==> config.mk <==
export PLATFORM = sky130hd
export DESIGN_NAME = prog_timer
export DESIGN_NICKNAME = d
export VERILOG_FILES = /design/src/rtl/timer_pkg.sv /design/src/rtl/prog_timer_tick_gen.sv /design/src/rtl/prog_timer.sv
export SDC_FILE = /design/constraint.sdc
export NUM_CORES = 1
export LEC_CHECK = 0
export ABC_CLOCK_PERIOD_IN_PS = 1700
export CORE_MARGIN = 4
export CORE_UTILIZATION = 46
export CTS_CLUSTER_SIZE = 10
export DETAILED_ROUTE_END_ITERATION = 8
export PLACE_DENSITY = 0.75
export SKIP_LAST_GASP = 1
export SLEW_MARGIN = 20
export SYNTH_ARGS = -nofsm -noshare
export SYNTH_HDL_FRONTEND = slang
export SYNTH_SLANG_ARGS = --single-unit
==> constraint.sdc <==
create_clock -name CLK -period 1.7 [get_ports CLK]
set_input_delay 0.34 -clock CLK [delete_from_list [all_inputs] [get_ports CLK]]
set_output_delay 0.34 -clock CLK [all_outputs]
set_load 0.05 [all_outputs]
==> src/rtl/timer_pkg.sv <==
// Shared types for the programmable timer.
// State encoding is one-hot so that illegal encodings can be caught cheaply.
package timer_pkg;

  typedef enum logic [2:0] {
    IDLE   = 3'b001,
    RUN    = 3'b010,
    PAUSED = 3'b100
  } timer_state_t;

  typedef enum logic {
    ONE_SHOT = 1'b0,
    PERIODIC = 1'b1
  } timer_mode_t;

endpackage

==> src/rtl/prog_timer_tick_gen.sv <==
// Tick prescaler: one TICK every PRESCALE enabled cycles.
// Bypassed entirely when PRESCALE is 1.
module tick_gen #(
  parameter int PRESCALE = 1
) (
  input  logic CLK,
  input  logic RESET,
  input  logic EN,
  input  logic CLR,
  output logic TICK
);

  generate
    if (PRESCALE == 1) begin : g_bypass
      logic unused_in;
      assign unused_in = ^{CLK, RESET, CLR};
      assign TICK = EN;
    end else begin : g_div
      localparam int PW = (PRESCALE > 1) ? $clog2(PRESCALE) : 1;
      localparam logic [PW-1:0] LAST = PW'(PRESCALE - 1);

      logic [PW-1:0] cnt;

      always_ff @(posedge CLK) begin
        if (RESET || CLR) begin
          cnt <= '0;
        end else if (EN) begin
          cnt <= (cnt == LAST) ? '0 : cnt + PW'(1);
        end
      end

      assign TICK = EN && (cnt == LAST);
    end
  endgenerate

endmodule

==> src/rtl/prog_timer.sv <==
// Runtime-loadable down-counting timer: one-shot or periodic,
// with pause, abort and a tick prescaler.
module prog_timer
  import timer_pkg::*;
#(
  parameter int W        = 8,
  parameter int PRESCALE = 1
) (
  input  logic         CLK,
  input  logic         RESET,
  input  logic         START,
  input  logic         STOP,
  input  logic         PAUSE,
  input  logic         MODE,
  input  logic [W-1:0] LOAD,
  output logic         RDY,
  output logic         BUSY,
  output logic         DONE,
  output logic [W-1:0] COUNT
);

  timer_state_t state, state_nx;
  timer_mode_t  mode, mode_nx;
  logic [W-1:0] count, count_nx;
  logic [W-1:0] reload, reload_nx;
  logic         done, done_nx;
  logic         start_acc;
  logic         en;
  logic         tick;

  always_comb begin
    start_acc = (state == IDLE) && START && !STOP && (LOAD != '0);
    en        = (state == RUN) && !STOP && !PAUSE;
  end

  tick_gen #(
    .PRESCALE(PRESCALE)
  ) u_tick (
    .CLK  (CLK),
    .RESET(RESET),
    .EN   (en),
    .CLR  (start_acc),
    .TICK (tick)
  );

  always_comb begin
    state_nx  = state;
    count_nx  = count;
    reload_nx = reload;
    mode_nx   = mode;
    done_nx   = 1'b0;
    unique case (state)
      IDLE: begin
        if (start_acc) begin
          state_nx  = RUN;
          count_nx  = LOAD;
          reload_nx = LOAD;
          mode_nx   = timer_mode_t'(MODE);
        end
      end
      RUN: begin
        if (STOP) begin
          state_nx = IDLE;
          count_nx = '0;
        end else if (PAUSE) begin
          state_nx = PAUSED;
        end else if (tick) begin
          if (count == W'(1)) begin
            done_nx = 1'b1;
            if (mode == ONE_SHOT) begin
              state_nx = IDLE;
              count_nx = '0;
            end else begin
              count_nx = reload;
            end
          end else begin
            count_nx = count - W'(1);
          end
        end
      end
      PAUSED: begin
        if (STOP) begin
          state_nx = IDLE;
          count_nx = '0;
        end else if (!PAUSE) begin
          state_nx = RUN;
        end
      end
      default: begin
        state_nx = IDLE;
        count_nx = '0;
      end
    endcase
  end

  always_comb begin
    RDY   = (state == IDLE);
    BUSY  = (state == RUN) || (state == PAUSED);
    DONE  = done;
    COUNT = count;
  end

  always_ff @(posedge CLK) begin
    if (RESET) begin
      state  <= IDLE;
      count  <= '0;
      reload <= '0;
      mode   <= ONE_SHOT;
      done   <= 1'b0;
    end else begin
      state  <= state_nx;
      count  <= count_nx;
      reload <= reload_nx;
      mode   <= mode_nx;
      done   <= done_nx;
    end
  end

endmodule
==> results_dict.tcl, run 1 <==
set metrics [dict create \
    track_usage 0.228 \
    yosysMostFrequentCell "nor2_1" \
    p_per_area_mw_per_mm2 1130 \
    top_layer "met4" \
    cp-start-kind "register" \
    slew_viol_final 0 \
    hp-class "register to register" \
    antennaDiodeCount 0 \
    root_buffer "clkbuf_4" \
    ys_ff_latch 21 \
    met3_length_um 437 \
    violations "negative setup slack" \
    fmax_ghz 0.562 \
    syn_avg_cell_area_um2 8.82 \
    gp_congestion 0.894 \
    rows 18 \
    synth_area_mm2 0.00130 \
    clkTransAtPathRegs_ns 0.13 \
    fin_setup_tns_ns -0.165 \
    htreeDepth 1 \
    layout-drive-gt1-share 0.474 \
    outcome "finished, violations left" \
    rsz0062_at_grt "true" \
    synthArstFlopShare 0 \
    clock_sinks 21 \
    vias 1509 \
    chipWidth_um 61.1 \
    core_area_mm2 0.00259 \
    antenna_found_initial 0 \
    grt_max_degree 16 \
    io_pins 25 \
    clk_latency_ns 0.30 \
    netlist_top_cells_area "dfxtp_1 32%, mux2i_1 8.5%, nor2_1 7.8%" \
    clockBufferDepth 2 \
    cts_tree "built" \
    synth_top_cell_by_area "dfxtp_1" \
    met2_length_um 2130 \
    finalHoldViolCount 0 \
    floorplan.die_area_mm2 0.00373 \
    met1_length_um 1760 \
    grt_pass1_wl_um 6360 \
    portBuffers 24 \
    fin_util 0.803 \
    initial_utilization 0.500 \
    max_cap_violations 0 \
    yosys_warnings 0 \
    fin_nets 232 \
    fin_ws_ns -0.0793 \
    cts_hold_buf 0 \
    criticalPathCategory "register to register" \
    finalSetupViolCount 4 \
    synth-edff-count 0 \
    fin_skew_ns 0.00276 \
    hold_depth 2 \
    critPathMaxFanout 6 \
    grt_overflow 0 \
    synth.distinct_cells 46 \
    hold_ws_ns 0.492 \
    wire_per_inst_um 18.4 \
    postRouteAntennaNets 0 \
    ys.flop_type "dfxtp_1" \
    dp_hpwl_um 2930 \
    period_needed_ns 1.78 \
    worstMarginPinSlew_ns 0.404 \
    cts-buffers-inserted 3 \
    grt_pass1_vias 1416 \
    firstDrtPassIters 5 \
    routed_wirelength_um 4510 \
    die_y_um 61.1 \
    drc 0 \
    leakagePower_nw 0.833 \
    max-vdd-ir-drop_mv 1.06 \
    syn_inst 147 \
    synth_nets 163 \
    ys_seq_area_frac 0.324 \
    synth_common_cells "27 x nor2_1, 21 x dfxtp_1, 11 x mux2i_1" \
    areaGrowthSynthToFinish_pct 60.4 \
    worst-r2r-cell-count 9 \
    worstPathRequired_ns 1.91 \
    timing.final.crit_share 1.05 \
    relSlewSlack 0.730 \
    synth_top_area_frac 0.324 \
    initialDrtViolationCount 128 \
    viasPerCell 6.16 \
    arrival_ns 1.99 \
    end_kind "register" \
]
==> critical path, stage by stage (launching register included) <==
cell and delay (ns):
dfxtp_4 0.38, inv_4 0.06, ha_4 0.12, nor4b_4 0.26, buf_4 0.22, buf_6 0.10, nor4_2 0.04, a31oi_1 0.21
and4_4 0.25, nor3_2 0.03
==> path summary, 6_finish.rpt <==
path	start	to	slack, ns
hold / removal	reload[5]	reload[5]	0.49
setup / recovery	COUNT[1]	COUNT[4]	-0.08
hold reg to reg	reload[5]	reload[5]	0.49
setup reg to reg	COUNT[1]	COUNT[4]	-0.08
==> kinds of logic (layout without fill, tap and decap cells) <==
kind of cell    count (synthesis)  after routing  share of synthesized area
compound gates                 31             32                      0.182
xor+xnor                        2              2                     0.0135
fa+ha+maj                       2              2                     0.0193
buf+inv                        11             78                     0.0598
flops                          21             21                      0.324
mux                            11             11                     0.0849
simple gates                   69             69                      0.316
==> sequential cells by signal, summed over array words and instances, names as in the netlist <==
register,count
COUNT,8
reload,8
state,3
DONE,1
mode,1
==> power breakdown <==
part / switching [mW] / leakage, nW / internal [mW]
clock network: 0.162 / 0.0177 / 0.0877
logic: 0.751 / 0.640 / 0.676
registers: 0.0943 / 0.175 / 0.572
total: 1.01 / 0.833 / 1.34
==> repair_timing <==
action	4_1_cts	5_1_grt
gates cloned	0	1
resized for setup	15	15
pin swaps	5	13
setup buffers	4	7
endpoints found under the setup margin	17	15
==> routing by layer <==
layer  up-vias  global-route usage
met5         -                   0
met4         0              0.0743
met3        28              0.0314
met2       106               0.394
met1       693               0.290
li1        682                   -
==> area by class of cell <==
cell class | instances | area [um2]
timing repair buffer | 71 | 626
tap | 30 | 37.5
fill | 146 | 510
clock buffer | 3 | 22.5
multi-input combinational | 116 | 928
inverter | 3 | 26.3
clock inverter | 1 | 5.00
sequential | 21 | 434
==> metrics by stage <==
stage | power (mW) | cells | area, um2 | setup slack [ns]
floorplan | 1.37 | 147 | 1330 | -0.0349
CTS | 2.14 | 237 | 1940 | -0.0149
global placement | 1.78 | 229 | 1830 | -0.428
global route | 2.46 | 245 | 2080 | -0.154
finish | 2.34 | 245 | 2080 | -0.0793
detailed placement | 1.81 | 229 | 1830 | -0.487
==> cell usage in the layout, fill, tap and decap left out, drive strengths merged, types with 2 or more instances in the layout <==
master / instances
a211oi: 6
a21oi: 4
a311oi: 3
a31oi: 3
a41oi: 2
and2: 2
and3: 3
buf: 58
clkbuf: 3
clkdlybuf4s50: 12
clkinv: 2
dfxtp: 21
ha: 2
inv: 2
mux2i: 11
nand2: 10
nand2b: 3
nand4: 2
nor2: 27
nor2b: 2
nor3: 7
nor4: 5
nor4b: 2
o21ba: 2
o31a: 2
or3b: 2
xnor2: 2
(Power assumes the default switching activity.)
==> run 2, diff against run 1 <==
CORE_UTILIZATION = 48   (was 46)
CTS_BUF_LIST = sky130_fd_sc_hd__clkbuf_8   (was not set)
PLACE_DENSITY = 0.78   (was 0.75)
==> run 2 against run 1 <==
Against the previous run: the run still ends with negative setup slack left; fmax is 3.0% higher; sequential power about the same; register-to-register slack better by 0.05 ns; via count grew 5.5%; global-route usage increased by 1.5 points; first-iteration DRC count grew 3.9%; clock power up 32%; critical path type unchanged; critical endpoint is now COUNT[3]; largest cell class unchanged.
==> results_dict.tcl, run 2 (synthesis gave the netlist of run 1 again) <==
set metrics [dict create \
    criticalPathCategory "register to register" \
    cts_hold_buf 0 \
    clkTransAtPathRegs_ns 0.08 \
    clockPowerShare 0.139 \
    root_buffer "clkbuf_8" \
    routed_wirelength_um 4990 \
    rows 18 \
    firstDrtPassIters 6 \
    final_common_cell "buf_4" \
    fin_nets 229 \
    clockBufferDepth 2 \
    relSlewSlack 0.698 \
    cts-buffers-inserted 3 \
    slew_viol_final 0 \
    initialDrtViolationCount 133 \
    seq_power_share 0.280 \
    rsz0062_at_grt "true" \
    p_sw_mw 1.02 \
    layout-drive-gt1-share 0.439 \
    die_y_um 60.0 \
    swShare 0.430 \
    portBuffers 24 \
    initial_utilization 0.514 \
    timing.final.crit_share 1.02 \
    core_area_mm2 0.00252 \
    violations "negative setup slack" \
    cts_tree "built" \
    fin_ws_ns -0.0273 \
    worstMarginPinSlew_ns 0.447 \
    max-vdd-ir-drop_mv 0.836 \
    finalSetupViolCount 8 \
    fin_setup_tns_ns -0.111 \
    mostFrequentLayoutCells "46 x buf_4, 27 x nor2_1, 14 x dfxtp_1" \
    critPathMaxFanout 7 \
    io_pins 25 \
    floorplan.die_area_mm2 0.00360 \
    grt_max_degree 16 \
    viasPerCell 6.58 \
    grt_pass1_vias 1388 \
    clk_latency_ns 0.26 \
    dp_hpwl_um 2890 \
    fmax_ghz 0.579 \
    period_needed_ns 1.73 \
    pwr-share-comb 0.581 \
    worstPathRequired_ns 1.85 \
    arrival_ns 1.87 \
    outcome "finished, violations left" \
    drc 0 \
    max_cap_violations 0 \
    grt_pass1_wl_um 6570 \
    finalHoldViolCount 0 \
    leakagePower_nw 0.844 \
    chipWidth_um 60.0 \
    track_usage 0.243 \
    areaGrowthSynthToFinish_pct 59.7 \
    clock_sinks 21 \
    internal_power_mw 1.36 \
    hp-class "register to register" \
    cp-start-kind "register" \
    antenna_found_initial 0 \
    gp_congestion 0.911 \
    wire_per_inst_um 20.6 \
    p_per_area_mw_per_mm2 1150 \
    vias 1592 \
    postRouteAntennaNets 0 \
    grt_overflow 0 \
    reg2reg_slack_ns -0.03 \
    htreeDepth 1 \
    antennaDiodeCount 0 \
    end_kind "register" \
    fin_util 0.820 \
    fin_skew_ns 0.00440 \
    nFillCells 142 \
]
-- run 2: power by group through the flow --
stage / sequential [mW] / combinational, mW / clock [mW]
6_report: 0.665 / 1.38 / 0.331
5_1_grt: 0.671 / 1.45 / 0.354
4_1_cts: 0.649 / 1.19 / 0.336
3_5_place_dp: 0.659 / 1.12 / 0
3_3_place_gp: 0.650 / 1.09 / 0
2_1_floorplan: 0.825 / 0.541 / 0
-- run 2: repair_timing --
item | CTS | global route
pin swaps | 3 | 18
resized for setup | 12 | 21
gates cloned | 0 | 2
endpoints found under the setup margin | 12 | 18
setup buffers | 2 | 6
-- run 2: path summary, 6_finish.rpt --
path,from,to,depth (start not counted)
worst max-delay path,COUNT[1],COUNT[3],8
worst min-delay path,reload[5],reload[5],2
worst max register to register,COUNT[1],COUNT[3],8
worst min register to register,reload[5],reload[5],2
-- run 2: worst max-delay path: stages, from the launching register on --
cell,delay (ns)
dfxtp_4,0.36
inv_4,0.06
ha_4,0.13
nor4b_4,0.29
buf_6,0.19
nand2b_1,0.07
a31oi_1,0.20
a2bb2oi_1,0.21
a311oi_1,0.11
-- run 2: cell type report --
cell class | instances | area (um2) | share of cell area
multi-input combinational | 116 | 916 | 0.443
timing repair buffer | 68 | 616 | 0.297
sequential | 21 | 437 | 0.211
clock buffer | 3 | 41.3 | 0.0200
tap | 30 | 37.5 | 0.0181
inverter | 3 | 18.8 | 0.00907
clock inverter | 1 | 3.75 | 0.00181
-- run 2: per-stage QoR --
| step | instance area [um2] | hold slack, ns | total power, mW | worst slack, ns | std cells |
|---|---|---|---|---|---|
| floorplan | 1330 | 0.417 | 1.37 | -0.0349 | 147 |
| global placement | 1820 | 0.464 | 1.74 | -0.455 | 228 |
| detailed placement | 1820 | 0.473 | 1.78 | -0.511 | 228 |
| CTS | 1910 | 0.487 | 2.18 | -0.0508 | 234 |
| global route | 2070 | 0.512 | 2.47 | -0.133 | 242 |
| finish | 2070 | 0.485 | 2.38 | -0.0273 | 242 |
-- run 2: per-layer routing --
layer | vias to the layer above | part of all wire | global-route usage | wire length, um
li1 | 681 | - | - | -
met1 | 734 | 0.41 | 0.313 | 2040
met2 | 135 | 0.46 | 0.403 | 2280
met3 | 42 | 0.085 | 0.0324 | 424
met4 | 0 | 0.050 | 0.101 | 250
met5 | - | 0 | 0 | 0
